## config.mk

```make
export PLATFORM = sky130hd
export DESIGN_NAME = dmem_rr_arbiter
export DESIGN_NICKNAME = d
export VERILOG_FILES = /design/src/rtl/dmem_arb_pkg.sv /design/src/rtl/rr_pick_nports.sv /design/src/rtl/dmem_rr_arbiter.sv
export SDC_FILE = /design/constraint.sdc
export NUM_CORES = 1
export LEC_CHECK = 0
export CAP_MARGIN = 20
export CORE_AREA = 4 4 199 201
export CTS_CLUSTER_SIZE = 30
export DETAILED_ROUTE_END_ITERATION = 12
export DIE_AREA = 0 0 203 205
export SLEW_MARGIN = 20
export SYNTH_ARGS = -nofsm -noshare
export SYNTH_HDL_FRONTEND = slang
export SYNTH_SLANG_ARGS = --single-unit
```

## constraint.sdc

```tcl
create_clock -name clk -period 9.1 [get_ports clk]
set_input_delay 2.73 -clock clk [delete_from_list [all_inputs] [get_ports clk]]
set_output_delay 2.73 -clock clk [all_outputs]
set_load 0.03 [all_outputs]
```

## src/rtl/dmem_arb_pkg.sv

```systemverilog
// Shared definitions for the data-memory round-robin arbiter.
//   arb_state_t : arbiter FSM states (IDLE, LOCKED)
//   DEF_AW      : default memory address width
//   DEF_DW      : default memory data width
//   rr_pick     : round-robin pick of up to 8 requesters, returns one-hot grant
package dmem_arb_pkg;

  typedef enum logic {
    IDLE   = 1'b0,
    LOCKED = 1'b1
  } arb_state_t;

  localparam int DEF_AW = 8;
  localparam int DEF_DW = 64;

  // Scan requesters starting at ptr and wrapping modulo n; the first one found
  // wins. Only the low n bits of req are considered.
  function automatic logic [7:0] rr_pick(input logic [7:0] req, input logic [2:0] ptr,
                                         input int n);
    logic [7:0] g;
    logic       found;
    int         idx;
    g     = '0;
    found = 1'b0;
    for (int k = 0; k < 8; k++) begin
      idx = (int'(ptr) + k) % n;
      if (k < n && !found && req[idx[2:0]]) begin
        g[idx[2:0]] = 1'b1;
        found       = 1'b1;
      end
    end
    return g;
  endfunction

endpackage

```

## src/rtl/rr_pick_nports.sv

```systemverilog
// Combinational round-robin picker.
//   req    in  NPORTS  request vector
//   ptr    in  PW      highest-priority port this cycle (must be < NPORTS)
//   gnt    out NPORTS  one-hot grant, zero when nothing is requested
//   winner out PW      index of the granted port (meaningless when gnt is zero)
module rr_pick_nports import dmem_arb_pkg::*; #(
  parameter int NPORTS = 4,
  parameter int PW     = (NPORTS > 1) ? $clog2(NPORTS) : 1
) (
  input  logic [NPORTS-1:0] req,
  input  logic [PW-1:0]     ptr,
  output logic [NPORTS-1:0] gnt,
  output logic [PW-1:0]     winner
);

  logic [2*NPORTS-1:0] dbl;
  logic [NPORTS-1:0]   rot;
  logic [PW-1:0]       pos;
  logic [PW:0]         sum;
  logic                any;

  // Rotate the requests so ptr sits at bit 0, take the lowest set bit, then
  // add ptr back (mod NPORTS) to recover the real port index.
  always_comb begin
    dbl = {req, req} >> ptr;
    rot = dbl[NPORTS-1:0];
    pos = '0;
    any = 1'b0;
    for (int i = NPORTS - 1; i >= 0; i--) begin
      if (rot[i]) begin
        pos = PW'(i);
        any = 1'b1;
      end
    end
    sum = {1'b0, pos} + {1'b0, ptr};
    if (sum >= (PW+1)'(NPORTS)) begin
      sum = sum - (PW+1)'(NPORTS);
    end
    winner = sum[PW-1:0];
    gnt    = any ? (NPORTS'(1) << winner) : '0;
  end

endmodule

```

## src/rtl/dmem_rr_arbiter.sv

```systemverilog
// Round-robin arbiter sharing one synchronous-read data memory among NPORTS
// nodes, with an optional per-node lock for read-modify-write sequences.
//   clk, reset                 clock (posedge) and async active-high reset
//   req_en/req_wr/req_lock     per-node request, write enable, lock request
//   req_addr/req_wdata         packed per-node address and write data
//   gnt/stall                  one-hot grant and per-node stall
//   rd_valid/rd_data           read return, one cycle after a granted read
//   mem_en/mem_wr_en/mem_addr/mem_wdata/mem_rdata   shared memory port
module dmem_rr_arbiter import dmem_arb_pkg::*; #(
  parameter int NPORTS   = 4,
  parameter int AW       = DEF_AW,
  parameter int DW       = DEF_DW,
  parameter int MAX_LOCK = 16
) (
  input  logic                 clk,
  input  logic                 reset,
  input  logic [NPORTS-1:0]    req_en,
  input  logic [NPORTS-1:0]    req_wr,
  input  logic [NPORTS-1:0]    req_lock,
  input  logic [NPORTS*AW-1:0] req_addr,
  input  logic [NPORTS*DW-1:0] req_wdata,
  output logic [NPORTS-1:0]    gnt,
  output logic [NPORTS-1:0]    stall,
  output logic [NPORTS-1:0]    rd_valid,
  output logic [DW-1:0]        rd_data,
  output logic                 mem_en,
  output logic                 mem_wr_en,
  output logic [AW-1:0]        mem_addr,
  output logic [DW-1:0]        mem_wdata,
  input  logic [DW-1:0]        mem_rdata
);

  localparam int PW = (NPORTS > 1) ? $clog2(NPORTS) : 1;
  localparam int CW = $clog2(MAX_LOCK + 1);

  arb_state_t        state, state_d;
  logic [PW-1:0]     prio_ptr;
  logic [PW-1:0]     lock_owner;
  logic [CW-1:0]     lock_cnt;
  logic              relock_block;
  logic [NPORTS-1:0] rd_valid_q;

  logic [NPORTS-1:0] idle_gnt;
  logic [PW-1:0]     idle_winner;
  logic [PW-1:0]     winner;
  logic              granted;
  logic              lock_hit;
  logic              release_lock;
  logic              forced_release;
  logic              enter_lock;

  function automatic logic [PW-1:0] next_port(input logic [PW-1:0] p);
    if (int'(p) == NPORTS - 1) begin
      return '0;
    end
    return p + PW'(1);
  endfunction

  rr_pick_nports #(.NPORTS(NPORTS), .PW(PW)) u_pick (
    .req    (req_en),
    .ptr    (prio_ptr),
    .gnt    (idle_gnt),
    .winner (idle_winner)
  );

  // FSM state register.
  always_ff @(posedge clk or posedge reset) begin
    if (reset) begin
      state <= IDLE;
    end else begin
      state <= state_d;
    end
  end

  // Next-state logic. A lock ends either voluntarily or when the owner has held
  // it for MAX_LOCK cycles (the entry cycle counts as the first). A port that
  // was forced out may not re-enter the lock until it drops req_lock once.
  always_comb begin
    granted        = |gnt;
    lock_hit       = (lock_cnt >= CW'(MAX_LOCK - 1));
    release_lock   = (state == LOCKED) && (!req_lock[lock_owner] || lock_hit);
    forced_release = (state == LOCKED) && req_lock[lock_owner] && lock_hit;
    enter_lock     = (state == IDLE) && granted && req_lock[winner] &&
                     !(relock_block && (winner == lock_owner));
    state_d = state;
    case (state)
      IDLE:    if (enter_lock)   state_d = LOCKED;
      LOCKED:  if (release_lock) state_d = IDLE;
      default: state_d = IDLE;
    endcase
  end

  // Grant and memory-port mux. While locked only the owner can win, and only
  // when it is actually requesting. Everything is forced quiet during reset.
  always_comb begin
    gnt    = '0;
    winner = idle_winner;
    if (state == IDLE) begin
      gnt = idle_gnt;
    end else begin
      winner = lock_owner;
      if (req_en[lock_owner]) begin
        gnt[lock_owner] = 1'b1;
      end
    end
    if (reset) begin
      gnt = '0;
    end
    stall     = reset ? '0 : (req_en & ~gnt);
    mem_en    = |gnt;
    mem_wr_en = req_wr[winner] & mem_en;
    mem_addr  = mem_en ? req_addr[int'(winner)*AW +: AW] : '0;
    mem_wdata = mem_en ? req_wdata[int'(winner)*DW +: DW] : '0;
    rd_valid  = rd_valid_q;
    rd_data   = mem_rdata;
  end

  // Priority pointer, lock bookkeeping and the read-return tag. On lock exit
  // the pointer moves past the owner so the other nodes get their turn next.
  always_ff @(posedge clk or posedge reset) begin
    if (reset) begin
      prio_ptr     <= '0;
      lock_owner   <= '0;
      lock_cnt     <= '0;
      relock_block <= 1'b0;
      rd_valid_q   <= '0;
    end else begin
      rd_valid_q <= (granted && !mem_wr_en) ? gnt : '0;
      if (release_lock) begin
        prio_ptr <= next_port(lock_owner);
      end else if (granted) begin
        prio_ptr <= next_port(winner);
      end
      if (enter_lock) begin
        lock_owner <= winner;
        lock_cnt   <= CW'(1);
      end else if (release_lock) begin
        lock_cnt <= '0;
      end else if (state == LOCKED) begin
        lock_cnt <= lock_cnt + CW'(1);
      end
      if (forced_release) begin
        relock_block <= 1'b1;
      end else if (enter_lock || !req_lock[lock_owner]) begin
        relock_block <= 1'b0;
      end
    end
  end

endmodule
```

==> summary.md <==
| Metric | Value |
|---|---|
| Outcome | `complete, no violations` |
| Wire per inst | `19.94 um` |
| Setup crit end kind | `output pin` |
| FF-to-FF setup slack | `5440 ps` |
| Clk_lat worst skew | `260 ps` |
| Power density over the cells | `432.5 nW/um^2` |
| DRT iter0 DRCs | `207` |
| Worst Hold Class | `flop to flop` |
| CP startpoint | `req_en[1]` |
| Initial antenna violation count | `4` |
| Adder-Cell Fraction of Synth Area | `2.186%` |
| Final worst setup slack | `339.9 ps` |
| Placer Congestion | `0.8218` |
| Largest net degree at the start of global routing | `47` |
| Critical Path Source Type | `input port` |
| Post-Synth Simple-Gate Area | `19.18%` |
| GRT Total Usage | `10.42%` |
| Worst reg2reg startpoint | `prio_ptr[0]` |
| Seq cells post-synth | `15` |
| CP max stage cell | `clkdlybuf4s50_1` |
| Htree depth | `1` |
| Die area | `41620 um^2` |
| WS Path Type | `input port to output pin` |
| Via count | `4568` |
| Sequential share of the synthesized area | `9.369%` |
| Initial core utilization | `10.66%` |
| Mux contribution to synthesized area | `45.60%` |
| Peak VDD IR | `0.1913 mV` |
| HPWL Detailed | `21750 um` |
| Sink Count | `15` |
| Vias in the first global route | `4783` |
| Worst endpoint required time | `6370 ps` |
| Synthesized net count | `758` |
| Drt total wl | `24250 um` |
| Worst R2R End | `lock_owner[1]` |
| Final Max Tran Viols | `0` |
| Io pins | `516` |
| Most common library cells after synthesis | `and2_1 (78), mux4_2 (74), buf_4 (64)` |
| Crit path DAT | `6030 ps` |
| Synth async-reset ratio | `100.0%` |
| CP cell instances | `clkdlybuf4s50_1 > and3b_1 > a21oi_1 > nor2_1 > a21oi_1 > o221ai_1 > ha_1 > xnor2_2 > or3_1 > o221ai_2 > a21oi_4 > buf_4 > buf_4 > mux2i_1 > mux2_2 > nor2_1 > buf_4` |
| Fin nets | `1077` |
| Skew final | `5.864 ps` |
| Critical path capture point | `mem_wr_en` |
| Cell leakage power | `3.441 nW` |
| Synth Area in Compound Gates | `5.840%` |
| Global-route wire length before repair | `32750 um` |
| Core area | `37580 um^2` |
| CTS tree | `done` |
| Worst-margin pin slew | `662.4 ps` |
| CP Buf/Inv Count | `4` |
| Synthesized instance count | `385` |
| Slew headroom | `55.79%` |
| Overflow after GRT | `0` |
| Die H | `205 um` |
| Synth Flop Type | `dfrtp_1` |
| Clk buf depth | `2` |
| Top-area cell type share of the netlist area | `41.60%` |
| Hold Vio Cnt, Final | `0` |
| Setup bufs post-CTS | `0` |
| Inserted Clock Buffers | `3` |
| Synth top area cells | `mux4_2 (42%), and2_1 (12%), buf_4 (12%), dfrtp_1 (9.4%), mux2i_1 (2.2%)` |
| Worst Path Max Fanout | `12` |
| Post-synthesis cell type count | `41` |
| Synthesized cell area | `4006 um^2` |
| Placed Area | `8163 um^2` |
| Worst r2r path cells | `13` |
| DRT Pass-1 Iters | `4` |
| # Max-Cap Violations | `0` |
| Xor/xnor share of the synthesized area | `1.437%` |
| CTS Hold Bufs | `0` |
| CP dominant cell by count | `buf_4` |
| YS warnings | `0` |
| Achievable clock frequency | `0.1142 GHz` |
| Vias/cell | `3.757` |
| Die X | `203 um` |
| Leading area contributor after synthesis | `mux4_2` |
| Layout cell share with drive strength beyond 1 | `23.76%` |
| P&R area growth vs syn | `108.1%` |
| DRT antenna net count | `0` |
| Critical path depth | `17` |
| PortBufs | `387` |
| Final instance area | `8338 um^2` |
| CP peak stage delay | `480 ps` |
| Setup-failing EPs final | `0` |
| CTS root buffer | `clkbuf_16` |
| Largest family of logic cells by synthesized area | `multiplexers` |
| RSZ-0062 raised after global routing | `false` |
| Std cell rows | `71` |
| Pre-CTS WS | `115.9 ps` |
| Period utilisation layout | `96.27%` |
| Worst-path clk slew | `50 ps` |
| TNS Setup | `0 ps` |
| Hold slack final | `557.1 ps` |
| Cell with the most instances after synthesis | `and2_1` |
| Drt drc | `0` |
| Post-synth EDFFs | `0` |
| Top delay family on crit path | `buffers and inverters` |
| Fin util | `22.19%` |
| Final min period | `8760 ps` |
| Mean Syn Cell Area | `10.41 um^2` |
==> cell usage in the layout (no fill, tap or decap), types with 12 or more instances in the layout <==
cell type / instances
a21oi_1: 14
and2_1: 78
buf_12: 15
buf_4: 56
clkdlybuf4s50_1: 311
dfrtp_1: 15
dlymetal6s2s_1: 29
mux4_2: 74
nand2_1: 18
nor2_1: 12
==> state kept, by name (all words and copies together) (netlist names) <==
signal and count:
relock_block 1, rd_valid 4, lock_cnt 5, state 1
lock_owner 2, prio_ptr 2
==> routing by layer <==
layer / global-route usage, % / vias up / wire (um)
met3: 3.926 / 37 / 2649
met4: 2.789 / 2 / 583
met2: 18.15 / 306 / 12000
met5: 0 / - / 17
li1: - / 2006 / -
met1: 12.05 / 2217 / 8999
==> worst reg2reg max path: stages (launching register included) <==
cell and delay (ps):
dfrtp_1 500, and3b_1 230, a21oi_1 140, nor2_1 50
a21oi_1 130, o221ai_1 140, ha_1 380, mux2i_4 210
buf_4 270, buf_4 290, mux2i_1 120, mux2_4 280
nor4_4 460, mux2_4 340
==> how the worst min path moves through the flow <==
stage / to / cells after the start / start
after floorplan: lock_cnt[0] / 1 / lock_cnt[0]
after global placement: lock_cnt[0] / 1 / lock_cnt[0]
after detailed placement: lock_cnt[0] / 1 / lock_cnt[0]
after CTS: lock_cnt[0] / 1 / lock_cnt[0]
after global routing: lock_cnt[2] / 2 / lock_cnt[2]
final: lock_cnt[0] / 1 / lock_cnt[0]
==> area by class of cell <==
type                    instances  area, um^2
multi-input cells             266        3015
clock inverters                 1       5.005
well taps                     511       639.4
fillers                      4040       29240
diodes                          2       5.005
repair buffers                411        4197
inverters                       7       26.28
flip-flops and latches         15       375.4
clock buffers                   3       75.07
==> power breakdown <==
| part | switching (mW) | total, mW | internal, mW | leakage [nW] |
|---|---|---|---|---|
| Combinational | 1.70 | 3.38 | 1.68 | 3.21 |
| Clock | 0.0310 | 0.0900 | 0.0589 | 0.0409 |
| Sequential | 0.0442 | 0.135 | 0.0909 | 0.194 |
==> through the flow <==
stage,power (mW),cells
after global routing,3.823,1216
final,3.606,1216
after detailed placement,3.573,1210
after CTS,3.671,1214
after floorplan,2.292,385
after global placement,3.567,1210
==> timing repair <==
action                     4_1_cts  5_1_grt
setup endpoints to repair        0       32
hold endpoints to repair         0        0
resized for setup                0       32
==> logic make-up after synthesis <==
| logic type | count (synthesis) |
|---|---|
| DFF | 15 |
| adders and majority gates | 7 |
| xor gates and xnor gates | 5 |
| muxes | 88 |
| buffers and inverters | 104 |
| AOI/OAI and AO/OA | 35 |
| and+or+nand+nor | 131 |
Power figures use the tool's default switching activity.
